`config.mk`:
```
export PLATFORM = sky130hd
export DESIGN_NAME = mprj_pwr_monitor_flat
export DESIGN_NICKNAME = d
export VERILOG_FILES = /design/src/rtl/mprj_pwr_monitor_if.sv /design/src/rtl/mprj_pwr_monitor.sv /design/src/flat_wrapper.sv
export SDC_FILE = /design/constraint.sdc
export NUM_CORES = 1
export LEC_CHECK = 0
export BUFFER_PORTS_ARGS = -buffer_cell sky130_fd_sc_hd__clkbuf_2
export CAP_MARGIN = 20
export CORE_MARGIN = 1.5
export CORE_UTILIZATION = 60
export CTS_BUF_LIST = sky130_fd_sc_hd__clkbuf_16
export DETAILED_ROUTE_END_ITERATION = 7
export PLACE_DENSITY = 0.86
export SLEW_MARGIN = 20
export SYNTH_ARGS = -nofsm -noshare
export SYNTH_HDL_FRONTEND = slang
export SYNTH_SLANG_ARGS = --single-unit
```
`constraint.sdc`:
```
create_clock -name clock -period 4.15 [get_ports clock]
set_input_delay 0.83 -clock clock [delete_from_list [all_inputs] [get_ports clock]]
set_output_delay 0.83 -clock clock [all_outputs]
set_load 0.02 [all_outputs]
```
`src/rtl/mprj_pwr_monitor_if.sv`:
```
`default_nettype none
// ============================================================================
// Module      : mprj_pwr_monitor_if
// Description : Status/control bundle between the power monitor and its host.
// Revision    : 1.0 - initial release
// ============================================================================
interface mprj_pwr_monitor_if #(
  parameter int N_DOMAINS = 2
);
  logic [N_DOMAINS-1:0] vdd_logic1;
  logic [N_DOMAINS-1:0] chan_en;
  logic [N_DOMAINS-1:0] lost_clr;
  logic [N_DOMAINS-1:0] irq_en;
  logic [N_DOMAINS-1:0] pwr_good;
  logic [N_DOMAINS-1:0] pg_rise;
  logic [N_DOMAINS-1:0] pg_fall;
  logic [N_DOMAINS-1:0] lost;
  logic                 all_good;
  logic                 irq;

  modport master (
    output vdd_logic1, chan_en, lost_clr, irq_en,
    input  pwr_good, pg_rise, pg_fall, lost, all_good, irq
  );

  modport slave (
    input  vdd_logic1, chan_en, lost_clr, irq_en,
    output pwr_good, pg_rise, pg_fall, lost, all_good, irq
  );
endinterface
`default_nettype wire

```
`src/rtl/mprj_pwr_monitor.sv`:
```
`default_nettype none
// ============================================================================
// Module      : mprj_pwr_monitor
// Description : Per-domain power-good monitor: sync, debounced power-up,
//               immediate loss detection, sticky lost flags and interrupt.
// Revision    : 1.0 - initial release
// ============================================================================
module mprj_pwr_monitor #(
  parameter int N_DOMAINS       = 2,
  parameter int SYNC_STAGES     = 2,
  parameter int DEBOUNCE_W      = 8,
  parameter int DEBOUNCE_CYCLES = 100
) (
  input  logic                clock,
  input  logic                reset,
  mprj_pwr_monitor_if.slave   mon
);

  localparam logic [DEBOUNCE_W-1:0] c_cnt_last = DEBOUNCE_W'(DEBOUNCE_CYCLES - 1);
  localparam logic [DEBOUNCE_W-1:0] c_cnt_done = DEBOUNCE_W'(DEBOUNCE_CYCLES);

  typedef enum logic [1:0] {
    ST_OFF  = 2'd0,
    ST_RAMP = 2'd1,
    ST_ON   = 2'd2
  } state_t;

  logic [N_DOMAINS-1:0] w_pwr_good;
  logic [N_DOMAINS-1:0] w_pg_rise;
  logic [N_DOMAINS-1:0] w_pg_fall;
  logic [N_DOMAINS-1:0] w_lost;
  logic                 irq_q;

  for (genvar i = 0; i < N_DOMAINS; i++) begin : g_chan
    logic [SYNC_STAGES-1:0] sync_q;
    logic                   w_s;
    state_t                 state_q;
    logic [DEBOUNCE_W-1:0]  cnt_q;
    logic                   pwr_good_q;
    logic                   pg_rise_q;
    logic                   pg_fall_q;
    logic                   lost_q;
    logic                   lost_d;

    always_ff @(posedge clock or posedge reset) begin
      if (reset) sync_q <= '0;
      else        sync_q <= {sync_q[SYNC_STAGES-2:0], mon.vdd_logic1[i]};
    end

    assign w_s = sync_q[SYNC_STAGES-1];

    // Only a loss seen on the supply itself is sticky; disabling is not a loss.
    assign lost_d = ((state_q == ST_ON) && mon.chan_en[i] && !w_s)
                  || (lost_q && !mon.lost_clr[i]);

    always_ff @(posedge clock or posedge reset) begin
      if (reset) begin
        state_q    <= ST_OFF;
        cnt_q      <= '0;
        pwr_good_q <= 1'b0;
        pg_rise_q  <= 1'b0;
        pg_fall_q  <= 1'b0;
        lost_q     <= 1'b0;
      end else begin
        pg_rise_q <= 1'b0;
        pg_fall_q <= 1'b0;
        lost_q    <= lost_d;
        if (!mon.chan_en[i]) begin
          state_q    <= ST_OFF;
          cnt_q      <= '0;
          pwr_good_q <= 1'b0;
          pg_fall_q  <= (state_q == ST_ON);
        end else begin
          case (state_q)
            ST_OFF: begin
              if (w_s) begin
                state_q <= ST_RAMP;
                cnt_q   <= DEBOUNCE_W'(1);
              end
            end
            ST_RAMP: begin
              if (!w_s) begin
                state_q <= ST_OFF;
                cnt_q   <= '0;
              end else if (cnt_q >= c_cnt_last) begin
                state_q    <= ST_ON;
                cnt_q      <= c_cnt_done;
                pwr_good_q <= 1'b1;
                pg_rise_q  <= 1'b1;
              end else begin
                cnt_q <= cnt_q + DEBOUNCE_W'(1);
              end
            end
            ST_ON: begin
              if (!w_s) begin
                state_q    <= ST_OFF;
                cnt_q      <= '0;
                pwr_good_q <= 1'b0;
                pg_fall_q  <= 1'b1;
              end
            end
            default: begin
              state_q    <= ST_OFF;
              cnt_q      <= '0;
              pwr_good_q <= 1'b0;
            end
          endcase
        end
      end
    end

    assign w_pwr_good[i] = pwr_good_q;
    assign w_pg_rise[i]  = pg_rise_q;
    assign w_pg_fall[i]  = pg_fall_q;
    assign w_lost[i]     = lost_q;
  end

  always_ff @(posedge clock or posedge reset) begin
    if (reset) irq_q <= 1'b0;
    else       irq_q <= |(w_lost & mon.irq_en);
  end

  assign mon.pwr_good = w_pwr_good;
  assign mon.pg_rise  = w_pg_rise;
  assign mon.pg_fall  = w_pg_fall;
  assign mon.lost     = w_lost;
  assign mon.irq      = irq_q;
  assign mon.all_good = (|mon.chan_en) & (&(w_pwr_good | ~mon.chan_en));

endmodule
`default_nettype wire

```
`src/flat_wrapper.sv`:
```
// flat-port wrapper written by rule: the top's interface ports become plain ports
module mprj_pwr_monitor_flat 
#(
  parameter int N_DOMAINS       = 2,
  parameter int SYNC_STAGES     = 2,
  parameter int DEBOUNCE_W      = 8,
  parameter int DEBOUNCE_CYCLES = 100
)
  (clock, reset, mon_vdd_logic1, mon_chan_en, mon_lost_clr, mon_irq_en, mon_pwr_good, mon_pg_rise, mon_pg_fall, mon_lost, mon_all_good, mon_irq);
  mprj_pwr_monitor_if #(.N_DOMAINS(N_DOMAINS)) mon_i ();
  input  logic clock;
  input  logic reset;
  input wire logic [$bits(mon_i.vdd_logic1)-1:0] mon_vdd_logic1;
  input wire logic [$bits(mon_i.chan_en)-1:0] mon_chan_en;
  input wire logic [$bits(mon_i.lost_clr)-1:0] mon_lost_clr;
  input wire logic [$bits(mon_i.irq_en)-1:0] mon_irq_en;
  output wire logic [$bits(mon_i.pwr_good)-1:0] mon_pwr_good;
  output wire logic [$bits(mon_i.pg_rise)-1:0] mon_pg_rise;
  output wire logic [$bits(mon_i.pg_fall)-1:0] mon_pg_fall;
  output wire logic [$bits(mon_i.lost)-1:0] mon_lost;
  output wire logic [$bits(mon_i.all_good)-1:0] mon_all_good;
  output wire logic [$bits(mon_i.irq)-1:0] mon_irq;
  assign mon_i.vdd_logic1 = mon_vdd_logic1;
  assign mon_i.chan_en = mon_chan_en;
  assign mon_i.lost_clr = mon_lost_clr;
  assign mon_i.irq_en = mon_irq_en;
  assign mon_pwr_good = mon_i.pwr_good;
  assign mon_pg_rise = mon_i.pg_rise;
  assign mon_pg_fall = mon_i.pg_fall;
  assign mon_lost = mon_i.lost;
  assign mon_all_good = mon_i.all_good;
  assign mon_irq = mon_i.irq;
  mprj_pwr_monitor #(.N_DOMAINS(N_DOMAINS), .SYNC_STAGES(SYNC_STAGES), .DEBOUNCE_W(DEBOUNCE_W), .DEBOUNCE_CYCLES(DEBOUNCE_CYCLES)) u_core (.clock(clock), .reset(reset), .mon(mon_i));
endmodule
```
After elaboration in Yosys (flattened, before gate mapping)
Cells that the tools add are included.

operators by class
  add/sub/neg operators = 2
  $lt $le $gt $ge = 2
  eq/ne operators = 16
  multiplexer cells = 48
  bitwise operators = 4
  reduce and logical (&&, ||, !) cells = 23

operators with widths
  cell                   number
  $mux W8                10
  $pmux W8 S3            2
  $mux W1                22
  $mux W2                10
  $ne A3 B2 Y1 const B   6
  $add A8 B1 Y8 const B  2
  $ge A8 B7 Y1 const B   2
  $pmux W2 S3            2
  $ne A4 B4 Y1 const B   2
  $reduce_and A4 Y1      2
  $logic_and A1 B1 Y1    6
  $ne A3 B3 Y1 const B   2
  $pmux W1 S3            2
  $reduce_and A2 Y1      3
  $reduce_and A3 Y1      2
  $eq A2 B1 Y1 const B   2
  $eq A2 B2 Y1 const B   2
  $logic_not A1 Y1       4
  $logic_not A2 Y1       2
  $ne A2 B2 Y1 const B   2
  $reduce_or A2 Y1       2
  $and A2 B2 Y2          1
  $logic_or A1 B1 Y1     2
  $not A2 Y2             1
  2 further kinds        2

word-level totals
  flip-flop bits (word level) = 33
  bits of input ports = 10
  output and inout bits = 10
  logic and storage cells = 110

Longest topological paths before layout
Gate-level depths: netlist of the first run.

  depth after elaboration = 5
  depth in mapped cells = 5
  gate-level depth less buffers = 5

Least setup slack after synthesis of the first run
OpenSTA, ideal clock, no wires.

  path type = input to output
  from = in mon_chan_en[0]
  to = out mon_all_good
  arrival time = 1.378 ns
  data required time = 3.320 ns
  path slack = 1.942 ns
  stages = 3
  buffers on the path = 0
  cells stage by stage = inv_1 -> o22ai_1 -> a21oi_1

on the way
  cells in the longest elaborated chain, start to end = 4
  elaborated cells between the ends (all ways) = 5
  those cells by class = 3 x bitwise; 2 x reduce/logical

RTL lines
  item               line                     RTL
  start, declared    flat_wrapper.sv:14       input wire logic [$bits(mon_i.chan_en)-1:0] mon_chan_en;
  $not A2 Y2         mprj_pwr_monitor.sv:128  assign mon.all_good = (|mon.chan_en) & (&(w_pwr_good | ~mon.chan_en));
  $or A2 B2 Y2       mprj_pwr_monitor.sv:128
  $reduce_and A2 Y1  mprj_pwr_monitor.sv:128
  $and A1 B1 Y1 (*)  mprj_pwr_monitor.sv:128
  end, declared      flat_wrapper.sv:21       output wire logic [$bits(mon_i.all_good)-1:0] mon_all_good;

Mark *: on every way between the ends. The rest lies on a longest branch, timed or not.

Worst setup path after layout of the first run
Ends and elaborated chain as after synthesis.

==> results.rst, run 1 <==
.. list-table::
   :header-rows: 1

   * - Metric
     - Value
   * - Drt wl/cell
     - 17.34 um
   * - Hold slack
     - 0.3475 ns
   * - Final Critical Period
     - 2.398 ns
   * - Worst Setup Path Type
     - in -> out
   * - Number of global-route vias before repair
     - 1,209
   * - Via count
     - 1,256
   * - Max Buffers Root-to-Sink
     - 2
   * - Post-layout util
     - 72.27%
   * - Worst path most repeated cell
     - sky130_fd_sc_hd__clkbuf_2
   * - Slowest CP cell
     - sky130_fd_sc_hd__clkbuf_2
   * - Share of Yosys cell area claimed by the top area cell type
     - 52.38%
   * - Syn_area_per_cell
     - 10.37 um2
   * - Maximum achievable frequency
     - 417.1 MHz
   * - Filler cell count
     - 165
   * - Deepest level of the CTS H-tree
     - 2
   * - Worst path buffer plus inverter count
     - 3
   * - Max Cap Viol
     - 0
   * - Post-CTS setup buffer count
     - 0
   * - Pin count of the biggest net entering global routing
     - 34
   * - Part of the cycle the worst path needs
     - 57.78%
   * - Worst slew slack as a fraction of its limit
     - 50.39%
   * - Async set-reset flop share out of synthesis
     - 100.0%
   * - Setup Viol. Count Final
     - 0
   * - Vias per Instance
     - 6.249
   * - Latest clock arrival within the worst-skew pair
     - 0.28 ns
   * - Sink count of the clock tree
     - 33
   * - Data arrival time at the worst-slack endpoint
     - 1.57 ns
   * - Number of nets still failing antenna checks after routing
     - 0
   * - Area leader, netlist
     - sky130_fd_sc_hd__dfrtp_1
   * - Post-synth cell types
     - 35
   * - Final routed DRC violation total
     - 0
   * - Most numerous cell types in the synthesized netlist
     - sky130_fd_sc_hd__dfrtp_1, sky130_fd_sc_hd__a21oi_1, sky130_fd_sc_hd__o21ai_0
   * - Number of synthesized register bits
     - 33
   * - Crit end category
     - primary output
   * - Setup repair after global routing missed its margin
     - no
   * - First-pass GRT wire length
     - 5.609 mm
   * - Half-perimeter wire length of the detailed placement result
     - 2.315 mm
   * - Area growth syn-to-layout
     - 13.57%
   * - Cell family contributing the most delay on the critical path
     - buffers and inverters
   * - TritonCTS clock tree
     - built
   * - Type of origin of the critical path
     - input pin
   * - Predominant post-synthesis flop cell
     - sky130_fd_sc_hd__dfrtp_1
   * - Worst clock skew
     - 0.002769 ns
   * - Most frequent cell after synthesis
     - sky130_fd_sc_hd__dfrtp_1
   * - Count of routing violations after the opening detailed-route iteration
     - 32
   * - Die area
     - 2944 um2
   * - Least-Margin Pin Slew
     - 0.7421 ns
   * - GRT overflow
     - 0
   * - Maximum fanout encountered on the critical timing path
     - 6
   * - Worst ir drop on vdd
     - 0.5002 mV
   * - Number of placement rows
     - 18
   * - Final-stage net count
     - 182
   * - Layout cells sized above 1
     - 20.47%
   * - Num CTS Buffers
     - 5
   * - Count of cells resized by post-cts repair
     - 0
   * - Final total negative setup slack
     - 0 ns
   * - Core area
     - 2477 um2
   * - Cell leakage power
     - 0.8532 nW
   * - Netlist area before placement
     - 1577 um2
   * - Number of standard cells after synthesis
     - 152
   * - Worst hold path type
     - reg -> reg
   * - Synthesized netlist net count
     - 164
   * - Footprint of the flip-flops and latches
     - 825.8 um2
   * - Critical path, cell by cell
     - clkbuf_2, inv_1, o22ai_1, a21oi_1, clkbuf_2
   * - Required time at the endpoint of the critical path
     - 3.32 ns
   * - IO Pins
     - 20
   * - Number of inserted diodes
     - 0
   * - Initial standard-cell utilization of the core
     - 63.64%
   * - Total of buffers placed on input and output ports
     - 19
   * - Register-to-register setup slack
     - 2.24 ns
   * - Clock tree root buffer cell
     - sky130_fd_sc_hd__clkbuf_16
   * - Multi-input gate area
     - 651.9 um2
   * - Vertical extent of the die
     - 54.26 um
   * - Final weighted congestion of routability-driven global placement
     - 0.8223
   * - Number of flops mapped to enable cells by yosys
     - 0
   * - Hold buffer count at cts
     - 0
   * - Power density normalized to cell area
     - 401.2 nW/um2
   * - TritonRoute pass-1 iters
     - 4
   * - Sequential cell area fraction in the yosys report
     - 52.38%
   * - Total global routing track utilization
     - 28.03%
   * - X dimension of the die
     - 54.26 um
   * - Clock transition at the registers of the reported paths
     - 0.05 ns
   * - Crit-path max cell delay
     - 0.19 ns
   * - Final Hold Vio Count
     - 0
   * - Initial antenna violation count
     - 0
   * - Count of pins over their slew limit
     - 0
   * - Most area-consuming cells after synthesis
     - sky130_fd_sc_hd__dfrtp_1, sky130_fd_sc_hd__a22o_1, sky130_fd_sc_hd__buf_4
   * - YS warnings
     - 0
   * - Post-Route WL
     - 3.485 mm
   * - Run status
     - completed
## sequential cells by signal, summed over array words and instances, names as in the netlist
signal	cells
u_core.g_chan.state_q	4
u_core.g_chan.pwr_good_q	2
u_core.g_chan.cnt_q	16
u_core.g_chan.pg_rise_q	2
u_core.g_chan.sync_q	4
u_core.g_chan.lost_q	2
u_core.g_chan.pg_fall_q	2
u_core.mon.irq	1
## logic make-up after synthesis
| family | Yosys count | share of synthesized area [%] |
|---|---|---|
| AOI/OAI and AO/OA | 50 | 21.75 |
| adders and majority gates | 2 | 1.587 |
| buffers and inverters | 18 | 6.270 |
| DFF | 33 | 52.38 |
| and+or+nand+nor | 49 | 18.02 |
## worst paths after layout
path	cells after the start	end	start
max reg2reg	5	u_core.g_chan[1].pwr_good_q	u_core.g_chan[1].cnt_q[0]
max in group asynchronous	3	u_core.mon.irq	reset
min in group asynchronous	3	u_core.g_chan[1].sync_q[0]	reset
min	0	u_core.g_chan[1].sync_q[1]	u_core.g_chan[1].sync_q[0]
max	5	mon_all_good	mon_chan_en[0]
min reg2reg	0	u_core.g_chan[1].sync_q[1]	u_core.g_chan[1].sync_q[0]
## routing by layer
metal | share of wire (%) | global-route usage, % | wire [um] | vias to the layer above
met3 | 5.7 | 6.284 | 200 | 11
met1 | 42 | 34.73 | 1453 | 607
li1 | - | - | - | 585
met2 | 50 | 46.59 | 1738 | 53
met5 | 0 | 0 | 0 | -
met4 | 2.7 | 12.92 | 93 | 0
## report_power, final
part | leakage (nW) | switching (W) | internal, W
logic | 0.332 | 0.0000225 | 0.0000125
registers | 0.447 | 0.00000641 | 0.000327
clock network | 0.0748 | 0.000132 | 0.000217
total | 0.853 | 0.000161 | 0.000557
## layout by cell type (no fill, tap or decap)
| cell | instances |
|---|---|
| sky130_fd_sc_hd__and2_1 | 2 |
| sky130_fd_sc_hd__nand3_1 | 4 |
| sky130_fd_sc_hd__a22o_1 | 7 |
| sky130_fd_sc_hd__clkinv_2 | 2 |
| sky130_fd_sc_hd__buf_4 | 1 |
| sky130_fd_sc_hd__clkbuf_2 | 19 |
| sky130_fd_sc_hd__nand4b_1 | 3 |
| sky130_fd_sc_hd__dfrtp_1 | 33 |
| sky130_fd_sc_hd__or4_4 | 1 |
| sky130_fd_sc_hd__a31o_4 | 1 |
| sky130_fd_sc_hd__a31o_2 | 2 |
| sky130_fd_sc_hd__nor2b_1 | 4 |
| sky130_fd_sc_hd__and3_1 | 3 |
| sky130_fd_sc_hd__inv_1 | 10 |
| sky130_fd_sc_hd__nor3_1 | 3 |
| sky130_fd_sc_hd__o22ai_1 | 1 |
| sky130_fd_sc_hd__nor4b_2 | 1 |
| sky130_fd_sc_hd__nor4_1 | 1 |
| sky130_fd_sc_hd__o21a_1 | 3 |
| sky130_fd_sc_hd__o21ai_0 | 11 |
| sky130_fd_sc_hd__o2bb2ai_1 | 2 |
| sky130_fd_sc_hd__o21bai_1 | 2 |
| sky130_fd_sc_hd__o32ai_1 | 2 |
| sky130_fd_sc_hd__o31ai_1 | 2 |
| sky130_fd_sc_hd__nand2b_1 | 6 |
| sky130_fd_sc_hd__a31oi_1 | 3 |
| sky130_fd_sc_hd__or2_2 | 2 |
| sky130_fd_sc_hd__clkbuf_16 | 5 |
| sky130_fd_sc_hd__a31o_1 | 1 |
| sky130_fd_sc_hd__nor2_1 | 10 |
| sky130_fd_sc_hd__and2b_2 | 1 |
| sky130_fd_sc_hd__ha_1 | 2 |
| sky130_fd_sc_hd__nand2_1 | 6 |
| sky130_fd_sc_hd__nand3b_1 | 1 |
| sky130_fd_sc_hd__a211oi_1 | 2 |
| sky130_fd_sc_hd__or4_1 | 1 |
| sky130_fd_sc_hd__a21oi_1 | 11 |
## per-stage QoR
step	setup slack, ns	power [W]	area, um2	std cells
floorplan	1.942	0.0003585	1577	152
global placement	1.818	0.0003693	1652	193
detailed placement	1.776	0.0003724	1652	193
CTS	1.756	0.0007194	1790	201
global route	1.686	0.0007408	1790	201
finish	1.752	0.0007184	1790	201
## area by class of cell
cell class | count | area share, %
timing repair buffer | 20 | 5.730
clock inverter | 3 | 0.7687
sequential | 33 | 46.12
multi-input combinational | 101 | 36.41
inverter | 9 | 1.887
tap | 30 | 2.096
clock buffer | 5 | 6.988
No activity file was read; power rests on OpenSTA's default activity.
==> inputs of run 2 (changes only) <==
--- a/config.mk
+++ b/config.mk
@@ -5,13 +5,14 @@
 export SDC_FILE = /design/constraint.sdc
 export NUM_CORES = 1
 export LEC_CHECK = 0
+export ABC_AREA = 1
 export BUFFER_PORTS_ARGS = -buffer_cell sky130_fd_sc_hd__clkbuf_2
 export CAP_MARGIN = 20
 export CORE_MARGIN = 1.5
-export CORE_UTILIZATION = 60
+export CORE_UTILIZATION = 57
 export CTS_BUF_LIST = sky130_fd_sc_hd__clkbuf_16
 export DETAILED_ROUTE_END_ITERATION = 7
-export PLACE_DENSITY = 0.86
+export PLACE_DENSITY = 0.82
 export SLEW_MARGIN = 20
 export SYNTH_ARGS = -nofsm -noshare
 export SYNTH_HDL_FRONTEND = slang
==> constraint.sdc (replaced) <==
create_clock -name clock -period 2.4 [get_ports clock]
set_input_delay 0.48 -clock clock [delete_from_list [all_inputs] [get_ports clock]]
set_output_delay 0.48 -clock clock [all_outputs]
set_load 0.02 [all_outputs]
==> run 2 against run 1 <==
Effect of this change: clock skew rose by 0.0013 ns; flip-flop and latch count did not move; clock power rose by 68%; combinational power rose to 2.8 times the previous value; via count rose by 9.5%; core utilization fell by 4.0 points; critical path depth did not move; final area rose by 7.0%; sequential power rose by 76%; critical path type unchanged; highest routed layer unchanged.
==> results.rst, run 2 <==
.. list-table::
   :header-rows: 1

   * - Metric
     - Value
   * - TritonCTS clock tree
     - built (unchanged)
   * - Core area
     - 2805 um2 (was 2477 um2)
   * - Half-perimeter wire length of the detailed placement result
     - 2.231 mm (was 2.315 mm)
   * - Share of Yosys cell area claimed by the top area cell type
     - 48.14% (was 52.38%)
   * - R2R depth
     - 9 (was 5)
   * - Post-layout instance count excluding filler cells
     - 262 (was 201)
   * - Wire length on met2
     - 1.629 mm (was 1.738 mm)
   * - First-pass GRT wire length
     - 5.506 mm (was 5.609 mm)
   * - Vertical extent of the die
     - 57.86 um (was 54.26 um)
   * - Hold slack
     - 0.2582 ns (was 0.3475 ns)
   * - Int Power
     - 0.0009732 W (was 0.0005570 W)
   * - Via count
     - 1,375 (was 1,256)
   * - Filler cell count
     - 233 (was 165)
   * - Fraction of power consumed by the clock network
     - 46.1% (was 48.7%)
   * - Number of global-route vias before repair
     - 1,296 (was 1,209)
   * - Area growth syn-to-layout
     - 11.67% (was 13.57%)
   * - Setup repair after global routing missed its margin
     - no (unchanged)
   * - Drt wl/cell
     - 12.40 um (was 17.34 um)
   * - Most numerous cell types in the synthesized netlist
     - sky130_fd_sc_hd__nand2_1, sky130_fd_sc_hd__dfrtp_1, sky130_fd_sc_hd__nand3_1 (was sky130_fd_sc_hd__dfrtp_1, sky130_fd_sc_hd__a21oi_1, sky130_fd_sc_hd__o21ai_0)
   * - Number of standard cells after synthesis
     - 214 (was 152)
   * - Final-stage net count
     - 244 (was 182)
   * - Area leader, netlist
     - sky130_fd_sc_hd__dfrtp_1 (unchanged)
   * - Initial antenna violation count
     - 0 (unchanged)
   * - Post-Route WL
     - 3.248 mm (was 3.485 mm)
   * - X dimension of the die
     - 57.86 um (was 54.26 um)
   * - Number of placement rows
     - 19 (was 18)
   * - Count of pins over their slew limit
     - 0 (unchanged)
   * - Maximum fanout encountered on the critical timing path
     - 6 (unchanged)
   * - Post-synth cell types
     - 28 (was 35)
   * - Commonest non-fill, non-tap cells in the layout
     - sky130_fd_sc_hd__nand2_1, sky130_fd_sc_hd__dfrtp_1, sky130_fd_sc_hd__nand3_1, sky130_fd_sc_hd__inv_1, sky130_fd_sc_hd__nor2_1 (was sky130_fd_sc_hd__dfrtp_1, sky130_fd_sc_hd__clkbuf_2, sky130_fd_sc_hd__o21ai_0, sky130_fd_sc_hd__a21oi_1)
   * - Initial standard-cell utilization of the core
     - 61.15% (was 63.64%)
   * - Final total negative setup slack
     - 0 ns (unchanged)
   * - Total routed wire length on the met1 layer
     - 1.369 mm (was 1.453 mm)
   * - Synthesized netlist net count
     - 226 (was 164)
   * - Sequential cell fraction of total power
     - 46.3% (was 46.4%)
   * - Net Sw Power
     - 0.0002995 W (was 0.0001614 W)
   * - Max Buffers Root-to-Sink
     - 2 (unchanged)
   * - YS warnings
     - 0 (unchanged)
   * - Vias per Instance
     - 5.248 (was 6.249)
   * - Most frequent standard cell in the layout excluding fill and tap cells
     - sky130_fd_sc_hd__nand2_1 (was sky130_fd_sc_hd__dfrtp_1)
   * - Worst Setup Path Type
     - in -> out (unchanged)
   * - Maximum achievable frequency
     - 630.6 MHz
   * - Registers with the most flip-flops
     - u_core.g_chan.cnt_q (16), u_core.g_chan.state_q (4), u_core.g_chan.sync_q (4) (unchanged)
   * - Final routed DRC violation total
     - 0 (unchanged)
   * - Worst slew slack as a fraction of its limit
     - 72.75% (was 50.39%)
   * - Sequential cell area fraction in the yosys report
     - 48.14% (was 52.38%)
   * - Syn_area_per_cell
     - 8.016 um2 (was 10.37 um2)
   * - Total of buffers placed on input and output ports
     - 19 (unchanged)
   * - Final Hold Vio Count
     - 0 (unchanged)
   * - Worst ir drop on vdd
     - 0.5416 mV (was 0.5002 mV)
   * - Number of inserted diodes
     - 0 (unchanged)
   * - Largest register FFs
     - 16 (unchanged)
   * - Post-CTS setup buffer count
     - 0 (unchanged)
   * - Most area-consuming cells after synthesis
     - sky130_fd_sc_hd__dfrtp_1, sky130_fd_sc_hd__nand2_1, sky130_fd_sc_hd__nand3_1 (was sky130_fd_sc_hd__dfrtp_1, sky130_fd_sc_hd__a22o_1, sky130_fd_sc_hd__buf_4)
   * - Reg-to-Reg End
     - u_core.g_chan[0].cnt_q[5] (was u_core.g_chan[1].pwr_good_q)
   * - Total global routing track utilization
     - 22.51% (was 28.03%)
   * - Max Cap Viol
     - 0 (unchanged)
   * - Count of cells resized by post-cts repair
     - 0 (unchanged)
   * - Start of the worst register-to-register path
     - u_core.g_chan[0].cnt_q[0] (was u_core.g_chan[1].cnt_q[0])
   * - Least-Margin Pin Slew
     - 0.4087 ns (was 0.7421 ns)
   * - Die area
     - 3348 um2 (was 2944 um2)
   * - Met3 Wirelength
     - 157 um (was 200 um)
   * - Count of routing violations after the opening detailed-route iteration
     - 87 (was 32)
   * - Netlist area before placement
     - 1715 um2 (was 1577 um2)
   * - Deepest level of the CTS H-tree
     - 2 (unchanged)
   * - GRT overflow
     - 0 (unchanged)
   * - Clock tree root buffer cell
     - sky130_fd_sc_hd__clkbuf_16 (unchanged)
   * - Required time at the endpoint of the critical path
     - 1.92 ns (was 3.32 ns)
   * - Number of synthesized register bits
     - 33 (unchanged)
   * - Part of the cycle the worst path needs
     - 66.07%
   * - Largest Register
     - u_core.g_chan.cnt_q (unchanged)
   * - Power density normalized to cell area
     - 664.4 nW/um2 (was 401.2 nW/um2)
   * - TritonRoute pass-1 iters
     - 5 (was 4)
   * - Number of cells after detailed placement
     - 256 (was 193)
   * - Setup Viol. Count Final
     - 0 (unchanged)
   * - Number of flops mapped to enable cells by yosys
     - 0 (unchanged)
   * - Predominant post-synthesis flop cell
     - sky130_fd_sc_hd__dfrtp_1 (unchanged)
   * - Final weighted congestion of routability-driven global placement
     - 0.8751 (was 0.8223)
   * - Num CTS Buffers
     - 5 (unchanged)
   * - Type of origin of the critical path
     - input pin (unchanged)
   * - Sink count of the clock tree
     - 33 (unchanged)
   * - Combinational fraction of design power
     - 7.6% (was 4.9%)
   * - Register-to-register setup slack
     - 0.87 ns (was 2.24 ns)
   * - Layout cells sized above 1
     - 18.18% (was 20.47%)
   * - Worst hold path type
     - in -> async (was reg -> reg)
   * - Crit end category
     - primary output (unchanged)
   * - Async set-reset flop share out of synthesis
     - 100.0% (unchanged)
   * - Clock transition at the registers of the reported paths
     - 0.05 ns (about the same)
   * - Uppermost routed layer
     - met4 (unchanged)
   * - Hold buffer count at cts
     - 0 (unchanged)
   * - Most frequent cell after synthesis
     - sky130_fd_sc_hd__nand2_1 (was sky130_fd_sc_hd__dfrtp_1)
   * - Final Critical Period
     - 1.586 ns
   * - Worst clock skew
     - 0.004038 ns (was 0.002769 ns)
   * - Pin count of the biggest net entering global routing
     - 34 (unchanged)
   * - Number of nets still failing antenna checks after routing
     - 0 (unchanged)
   * - Latest clock arrival within the worst-skew pair
     - 0.28 ns (about the same)
   * - Cell leakage power
     - 1.059 nW (was 0.8532 nW)
   * - Run status
     - completed (unchanged)
   * - Switching part of the total
     - 23.53% (was 22.46%)
   * - Data arrival time at the worst-slack endpoint
     - 1.11 ns (was 1.57 ns)
   * - IO Pins
     - 20 (unchanged)
## run 2: changes by cell type in the layout (fill, tap and decap cells not counted), sizes merged, moves of 10 or more
cell	change
a21oi	-10
inv	+15
nand2	+61
nand3	+24
nor2	+13
## run 2: final cells by class
type	count	area, um2	share of cell area [%]
Clock buffer	5	125.1	6.532
Clock inverter	1	5.005	0.2613
Inverter	26	101.3	5.291
Multi-Input combinational cell	146	716.9	37.43
Sequential cell	33	825.8	43.11
Tap cell	31	38.79	2.025
Timing Repair Buffer	20	102.6	5.356
## run 2: logic make-up after synthesis
family                     after synthesis  share of synthesized area [%]
AOI/OAI and AO/OA                       17                          6.418
buffers and inverters                   35                          10.07
and+or+nand+nor                        127                          33.92
adders and majority gates                2                          1.459
DFF                                     33                          48.14
## run 2: per-stage QoR
stage               setup WS [ns]  area (um2)  util, %  total power [W]
floorplan                  0.9568        1715        -        0.0006653
global placement           0.8395        1785    63.65        0.0006916
detailed placement         0.8096        1785    63.65        0.0006936
CTS                        0.8089        1916    68.29         0.001285
global route               0.7113        1916    68.29         0.001319
finish                     0.8143        1916    68.29         0.001273
## run 2: routing by layer
layer	track usage [%]	vias to the layer above
met5	0	-
met4	14.95	0
met3	4.688	10
met2	37.18	35
met1	26.40	617
li1	-	713
## run 2: power by group through the flow
stage / Sequential [W] / Combinational, W / Clock, W
final: 0.000589 / 0.0000964 / 0.000587
after global routing: 0.000590 / 0.000111 / 0.000618
after CTS: 0.000588 / 0.0000979 / 0.000598
after detailed placement: 0.000597 / 0.0000967 / 0
after global placement: 0.000597 / 0.0000946 / 0
after floorplan: 0.000593 / 0.0000727 / 0
## run 2: worst max path at each step
stage	from	slack (ns)	endpoint
6_report	mon_chan_en[1]	0.81	mon_all_good
5_1_grt	u_core.g_chan[0].cnt_q[0]	0.71	u_core.g_chan[0].cnt_q[6]
4_1_cts	mon_chan_en[0]	0.81	mon_all_good
3_5_place_dp	mon_chan_en[0]	0.81	mon_all_good
3_3_place_gp	mon_chan_en[0]	0.84	mon_all_good
2_1_floorplan	mon_chan_en[1]	0.96	mon_all_good
## run 2: critical path, cell delays in order
cell                       delay [ns]
sky130_fd_sc_hd__clkbuf_2        0.13
sky130_fd_sc_hd__inv_1           0.10
sky130_fd_sc_hd__o22ai_1         0.08
sky130_fd_sc_hd__a21oi_1         0.12
sky130_fd_sc_hd__clkbuf_2        0.19
